$ cat src/rtl/mips_pc_pkg.sv
// Shared types and constants for the fetch-side program counter of the Harvard MIPS core.
package mips_pc_pkg;

    typedef enum logic {
        SEQ   = 1'b0,
        DELAY = 1'b1
    } pc_state_t;

    localparam logic [31:0] RESET_VECTOR_DEF = 32'hBFC0_0000;
    localparam logic [31:0] HALT_ADDR_DEF    = 32'h0000_0000;
    localparam logic [31:0] PC_STEP          = 32'd4;
    localparam logic [31:0] ALIGN_MASK       = 32'hFFFF_FFFC;

endpackage

$ cat src/rtl/mips_pc_unit.sv
// Fetch program counter with MIPS branch delay slots and halt detection.
// Optional misaligned-target trap enabled by defining PC_ALIGN_CHECK_EN.
module mips_pc_unit
    import mips_pc_pkg::*;
#(
    parameter logic [31:0] RESET_VECTOR = RESET_VECTOR_DEF,
    parameter logic [31:0] HALT_ADDR    = HALT_ADDR_DEF
) (
    input  logic        clk,
    input  logic        reset,
    input  logic        clk_enable,
    input  logic        stall,
    input  logic        redirect,
    input  logic [31:0] redirect_tgt,
    output logic [31:0] instr_address,
    output logic        delay_slot,
    output logic        active,
    output logic        addr_err
);

    pc_state_t   state_r;
    pc_state_t   state_s;
    logic [31:0] pc_r;
    logic [31:0] pc_s;
    logic [31:0] pend_tgt_r;
    logic [31:0] pend_tgt_s;
    logic        active_r;
    logic        active_s;
    logic        advance_s;

`ifdef PC_ALIGN_CHECK_EN
    logic        addr_err_r;
    logic        addr_err_s;
`endif

    assign advance_s = clk_enable & ~stall & active_r;

    // Next-state, next-PC and halt decision for one advance cycle.
    always_comb begin
        state_s    = state_r;
        pc_s       = pc_r;
        pend_tgt_s = pend_tgt_r;
        active_s   = active_r;
`ifdef PC_ALIGN_CHECK_EN
        addr_err_s = addr_err_r;
`endif
        if (advance_s) begin
            if (pc_r == HALT_ADDR) begin
                // Fetching the halt address freezes the unit where it stands.
                active_s = 1'b0;
            end else begin
                case (state_r)
                    SEQ: begin
                        pc_s = pc_r + PC_STEP;
                        if (redirect) begin
                            state_s = DELAY;
`ifdef PC_ALIGN_CHECK_EN
                            pend_tgt_s = redirect_tgt;
                            if (redirect_tgt[1:0] != 2'b00) begin
                                addr_err_s = 1'b1;
                            end else begin
                                addr_err_s = addr_err_r;
                            end
`else
                            pend_tgt_s = redirect_tgt & ALIGN_MASK;
`endif
                        end else begin
                            state_s = SEQ;
                        end
                    end
                    DELAY: begin
`ifdef PC_ALIGN_CHECK_EN
                        // A bad target lets the delay slot run, then stops instead of jumping.
                        if (addr_err_r) begin
                            active_s = 1'b0;
                        end else begin
                            pc_s    = pend_tgt_r;
                            state_s = SEQ;
                        end
`else
                        pc_s    = pend_tgt_r;
                        state_s = SEQ;
`endif
                    end
                    default: begin
                        state_s = SEQ;
                    end
                endcase
            end
        end else begin
            state_s    = state_r;
            pc_s       = pc_r;
            pend_tgt_s = pend_tgt_r;
            active_s   = active_r;
        end
    end

    // State, PC and status registers.
    always_ff @(posedge clk or negedge reset) begin
        if (!reset) begin
            state_r    <= SEQ;
            pc_r       <= RESET_VECTOR;
            pend_tgt_r <= 32'h0000_0000;
            active_r   <= 1'b1;
`ifdef PC_ALIGN_CHECK_EN
            addr_err_r <= 1'b0;
`endif
        end else begin
            state_r    <= state_s;
            pc_r       <= pc_s;
            pend_tgt_r <= pend_tgt_s;
            active_r   <= active_s;
`ifdef PC_ALIGN_CHECK_EN
            addr_err_r <= addr_err_s;
`endif
        end
    end

    assign instr_address = pc_r;
    assign delay_slot    = (state_r == DELAY);
    assign active        = active_r;
`ifdef PC_ALIGN_CHECK_EN
    assign addr_err      = addr_err_r;
`else
    assign addr_err      = 1'b0;
`endif

endmodule

$ cat config.mk
export PLATFORM = sky130hd
export DESIGN_NAME = mips_pc_unit
export DESIGN_NICKNAME = d
export VERILOG_FILES = /design/src/rtl/mips_pc_pkg.sv /design/src/rtl/mips_pc_unit.sv
export SDC_FILE = /design/constraint.sdc
export NUM_CORES = 1
export LEC_CHECK = 0
export ABC_AREA = 1
export ABC_CLOCK_PERIOD_IN_PS = 1780
export BUFFER_PORTS_ARGS = -buffer_cell sky130_fd_sc_hd__buf_4
export CAP_MARGIN = 0
export CORE_ASPECT_RATIO = 0.7
export CORE_MARGIN = 2
export CORE_UTILIZATION = 56
export DETAILED_ROUTE_END_ITERATION = 8
export PLACE_DENSITY = 0.8
export SLEW_MARGIN = 10
export SYNTH_ARGS = -nofsm -noshare
export SYNTH_HDL_FRONTEND = slang
export SYNTH_SLANG_ARGS = --single-unit
export TNS_END_PERCENT = 100
$ cat constraint.sdc
create_clock -name clk -period 1.78 [get_ports clk]
set_input_delay 0.089 -clock clk [delete_from_list [all_inputs] [get_ports clk]]
set_output_delay 0.089 -clock clk [all_outputs]
set_load 0.005 [all_outputs]
==> results.cfg, run 1 <==
[critical_path]
critPathLaunchType = flip-flop
timing.rr.start = instr_address[28]
worst-r2r-cell-count = 10
r2r_end = pend_tgt_r[16]
worstPathRequired_ns = 2.02
crit_fanout = 15
cp.arrival_ns = 1.93
cp-end-kind = flip-flop
path_class = flip-flop to flip-flop
reg2reg_slack_ns = 0.08

[synth]
seq_area_frac_synth = 0.407
synth_seq_cells = 62
synth_area_leaders = dfrtp_1, nand2_1, nand3_1
synth_top_area_cell = dfrtp_1
syn_area_um2 = 3840
synth_warnings = 0
synthDistinctLibCells = 25
synthCells = 601
avgSynthCellArea_um2 = 6.39
synth_top_area_share = 0.339

[grt]
grt-ovfl-total = 0
grt_use_total = 0.316
antenna_found_initial = 0
grt_max_degree = 63
grt_pass1_wl_um = 18200
grt_pass1_vias = 3922

[sta]
fin_setup_tns_ns = 0
rsz0062_at_grt = yes
period_needed_ns = 1.70
fin_ws_ns = 0.0842
finalSetupViolations = 0
post-route-period-util = 0.953
final_max_slew_viol_count = 0
whs_ns = 0.0331
hold_violations = 0
fmax_mhz = 590
tightest_slew_ns = 0.784
skew_ns = 0.0114
relSlewSlack = 0.477

[pwr]
p_sw_frac = 0.379
p_sw_mw = 2.11
internal_power_mw = 3.46
p_clk_frac = 0.202
p_seq_frac = 0.402
powerDensity_nw_per_um2 = 1060
comb_power_share = 0.397
power.leakage_nw = 2.73
irDropWorstVdd_uv = 638

[finish]
layout.nets = 761
final_util = 0.788
syn2layout_area_growth_pct = 37.3
final_cell_mix = nand2_1, buf_4, nor2_1
diodes = 0
drive_gt1_frac = 0.210
layout_commonest_cell = nand2_1
final_area_um2 = 5270

[floorplanning]
initial_utilization = 0.574
core_um2 = 6690
die-area_um2 = 7550
rows = 25
die_w_um = 103
ioPinCount = 72
fp.dieH_um = 73.3

[place]
placed_area_um2 = 4610
globalplace.congestion = 0.942
dp_hpwl_um = 7780
post-place-ws_ns = -0.0569
port_buffers = 66

[status]
status = finished, final reports clean

[worst_hold_path]
whs_endpoint = pend_tgt_r[22]
hold_path.startpoint = redirect_tgt[22]
whs_path_depth = 3
hold_path.class = input port to flip-flop

[cts]
htreeDepth = 3
clk_latency_ns = 0.35
clk_pin_slew_ns = 0.07
numCtsBuffers = 9
cts-root-buf = clkbuf_8
cts_tree = done
clockBufferDepth = 2
cts_sinks = 62

[drt]
firstDrtPassIters = 5
detail-route-antenna-nets = 0
drt-total-wl_um = 11500
viasPerCell = 5.24
route.detailed.wl_per_inst_um = 14.0
vias = 4306
drc = 0
drt_iter0_markers = 416

[flow_run]
drv_cap = 0
## cell usage after synthesis
cell / instances
nor2_2: 5
and2_1: 1
nand2_2: 2
o21bai_1: 1
inv_1: 45
dfstp_2: 10
nand3b_1: 1
clkbuf_1: 9
ha_1: 2
or2_2: 2
buf_6: 2
conb_1: 1
nand2_1: 262
buf_2: 7
a31oi_1: 4
nor2_4: 3
clkinv_1: 1
nand4_1: 1
xor2_1: 1
dfrtp_1: 52
nand3_1: 76
nor2_1: 90
buf_4: 6
a21oi_1: 1
o21ai_0: 16
## power groups by stage
stage	Sequential, mW	Clock (mW)	Combinational, mW
after floorplan	2.24	0	1.05
final	2.24	1.12	2.21
after global routing	2.29	1.20	2.49
after global placement	2.22	0	1.96
after CTS	2.22	1.14	2.09
after detailed placement	2.24	0	2.02
## cell families (layout without fill, tap and decap cells)
| kind of cell | after synthesis | after routing | share of synthesized area |
|---|---|---|---|
| and+or+nand+nor | 443 | 443 | 0.472 |
| buffers and inverters | 70 | 194 | 0.0805 |
| DFF | 62 | 62 | 0.407 |
| AOI/OAI and AO/OA | 22 | 22 | 0.0306 |
| adders and majority gates | 2 | 2 | 0.00652 |
| other | 1 | 3 | 0.000977 |
| xor gates and xnor gates | 1 | 1 | 0.00228 |
## timing repair
| item | 4_1_cts | 5_1_grt |
|---|---|---|
| buffers inserted | 1 | 2 |
| hold buffers | 29 | 0 |
| pin swaps | 0 | 9 |
| setup endpoints to repair | 35 | 61 |
| resized for setup | 2 | 20 |
| cloned | 0 | 4 |
| endpoints found under the hold margin | 79 | 0 |
## critical path: stages (launching register included)
cell	delay, ns
dfstp_2	0.58
inv_1	0.08
nand3_1	0.08
nor2_1	0.05
nand2_2	0.10
nor2_4	0.05
nor2_4	0.24
nand2_4	0.11
buf_12	0.16
nand2_1	0.07
nand2_1	0.05
## flip-flops by register name, indices dropped and copies added (netlist names)
register       flops
active             1
instr_address     30
pend_tgt_r        30
delay_slot         1
## layout make-up
cell class	instances	area [um^2]
inverter	46	173
tap	94	118
clock buffer	15	166
clock inverter	1	5.00
sequential	62	1570
multi-input combinational	471	2050
timing repair buffer	132	1200
fill	493	1420
## per-stage QoR
step | cells | power [mW]
after floorplan | 603 | 3.28
after global placement | 769 | 4.18
after detailed placement | 769 | 4.26
after CTS | 815 | 5.44
after global routing | 821 | 5.98
final | 821 | 5.57
## per-layer routing
layer | vias up | global-route usage | wire (um)
met5 | - | 0 | 0
met4 | 0 | 0.0716 | 143
met3 | 17 | 0.0828 | 1020
met2 | 213 | 0.489 | 5210
met1 | 1968 | 0.449 | 5110
li1 | 2108 | - | -
## worst max-delay path by stage
stage,from,endpoint,slack (ns)
2_1_floorplan,instr_address[2],pend_tgt_r[25],0.22
3_3_place_gp,instr_address[2],pend_tgt_r[26],0.005
3_5_place_dp,instr_address[2],pend_tgt_r[25],-0.06
4_1_cts,instr_address[2],instr_address[30],0.01
5_1_grt,instr_address[28],pend_tgt_r[16],-0.02
6_report,instr_address[28],pend_tgt_r[16],0.08
No activity file was read; power rests on OpenSTA's default activity.
==> inputs of run 2 (changes only) <==
==> constraint.sdc (replaced) <==
create_clock -name clk -period 1.78 [get_ports clk]
set_input_delay 0.267 -clock clk [delete_from_list [all_inputs] [get_ports clk]]
set_output_delay 0.267 -clock clk [all_outputs]
set_load 0.005 [all_outputs]
==> run 2 against run 1 <==
Compared with the run above: combinational power hardly changed; worst hold slack got worse by 0.028 ns; largest cell class unchanged; maximum frequency down 3.1%; non-clock buffer count decreased by 28; critical path type unchanged; die area did not move; register-to-register slack worse by 0.05 ns; clock power increased by 11%; sequential power barely moved; largest power group unchanged; clock skew down 0.0021 ns; worst setup slack worse by 0.053 ns; total power rose by 1.6%.
==> results.cfg, run 2 (synthesized netlist as in run 1, its figures left out) <==
[status]
status = finished, final reports clean

[cts]
clk_latency_ns = 0.35
cts_tree = done
cts-root-buf = clkbuf_8
cts_sinks = 62
cts_hold_buf = 0
clk_pin_slew_ns = 0.07
numCtsBuffers = 9
htreeDepth = 3
clockBufferDepth = 2

[critical_path]
critPathLaunchType = flip-flop
cp-end-kind = flip-flop
worstPathRequired_ns = 2.07
timing.rr.start = instr_address[24]
cpPeakStageDelay_ns = 0.57
path_delay_family = simple AND/OR/NAND/NOR gates
cp.arrival_ns = 2.04
r2r_end = instr_address[23]
reg2reg_slack_ns = 0.03
cpMostUsedCell = nand2_1
crit_start = instr_address[24]
crit_buf_inv = 3
path_cells = buf_4, inv_1, nand2_1, nor2_1, nand2_1, nor2_2, nand2_2, nand2_8, clkbuf_16, nor2_1, nand2_1, nand2_1
path_class = flip-flop to flip-flop
critPathSlowestCell = dfstp_2
crit_fanout = 6
worst-r2r-cell-count = 12

[place]
globalplace.congestion = 0.906
port_buffers = 66
placed_area_um2 = 4630
dp_hpwl_um = 7740

[flow_run]
drv_cap = 0

[finish]
layout_commonest_cell = nand2_1
final_cell_mix = nand2_1, buf_4, nor2_1
syn2layout_area_growth_pct = 30.6
final_area_um2 = 5010
layout.nets = 733
diodes = 0
drive_gt1_frac = 0.223

[grt]
grt_pass1_wl_um = 17100
grt_use_total = 0.300
grt_pass1_vias = 3624
grt-ovfl-total = 0
grt_max_degree = 63
antenna_found_initial = 0

[sta]
final_max_slew_viol_count = 0
hold_violations = 0
skew_ns = 0.00931
finalSetupViolations = 0
fmax_mhz = 572
period_needed_ns = 1.75
post-route-period-util = 0.983
tightest_slew_ns = 0.786
relSlewSlack = 0.476

[floorplanning]
rows = 25
die-area_um2 = 7550
initial_utilization = 0.574
core_um2 = 6690
ioPinCount = 72
die_w_um = 103
fp.dieH_um = 73.3

[worst_hold_path]
hold_path.class = input port to asynchronous set/reset pin

[drt]
detail-route-antenna-nets = 0
route.detailed.wl_per_inst_um = 13.9
drt-total-wl_um = 11100
drc = 0
viasPerCell = 5.21
drt_iter0_markers = 361
vias = 4128
firstDrtPassIters = 6

[pwr]
fin_total_pwr_mw = 5.66
power.leakage_nw = 2.64
powerDensity_nw_per_um2 = 1130
irDropWorstVdd_uv = 660
-- run 2: cell count changes in the layout (fill, tap and decap cells not counted), sizes merged --
cell,previous run,this run
buf,99,101
dlygate4sd3,29,0
bufinv,0,1
clkinv,2,3
clkbuf,19,15
clkinvlp,0,1
-- run 2: layout make-up --
class | instances | area, um^2
multi-input combinational | 471 | 2060
fill | 561 | 1680
sequential | 62 | 1570
timing repair buffer | 104 | 908
inverter | 46 | 173
clock buffer | 12 | 145
tap | 94 | 118
clock inverter | 4 | 47.5
-- run 2: routing by layer --
metal / global-route usage / vias up / part of all wire
met5: 0 / - / 0
met4: 0.0629 / 0 / 0.012
met3: 0.0723 / 17 / 0.073
met2: 0.454 / 174 / 0.45
met1: 0.440 / 1892 / 0.47
li1: - / 2045 / -
-- run 2: stage by stage --
stage	hold WS, ns	setup WS, ns	utilization	TNS [ns]	cells
5_1_grt	0.0506	-0.0700	0.749	-0.173	793
2_1_floorplan	-0.0286	0.221	-	0	603
3_5_place_dp	0.400	-0.0485	0.691	-1.10	769
3_3_place_gp	0.392	-0.0125	0.691	-0.249	769
6_report	0.00515	0.0308	0.749	0	793
4_1_cts	0.0251	0.00167	0.723	0	786
-- run 2: worst max path at each step --
stage          cells after the start                end
3_3_place_gp                      11     pend_tgt_r[17]
2_1_floorplan                     11     pend_tgt_r[25]
3_5_place_dp                      11     pend_tgt_r[30]
6_report                          12  instr_address[23]
4_1_cts                           11      pend_tgt_r[9]
5_1_grt                           12  instr_address[23]
-- run 2: power breakdown --
part	switching, mW	internal, mW	total (mW)
sequential	0.387	1.84	2.23
combinational	1.18	1.01	2.19
clock	0.559	0.681	1.24
total	2.12	3.54	5.66
-- run 2: repair_timing --
| action | in CTS | in global routing |
|---|---|---|
| buffers inserted | 1 | 4 |
| gates resized for setup | 3 | 21 |
| pin swaps | 3 | 8 |
| cloned | 0 | 3 |
| setup endpoints to repair | 38 | 61 |
-- run 2: worst reg2reg max path, delay by kind of cell, from the launching register on --
kind	cells	cell delay, ns
buffers and inverters	3	0.35
DFF	1	0.57
and+or+nand+nor	9	0.75
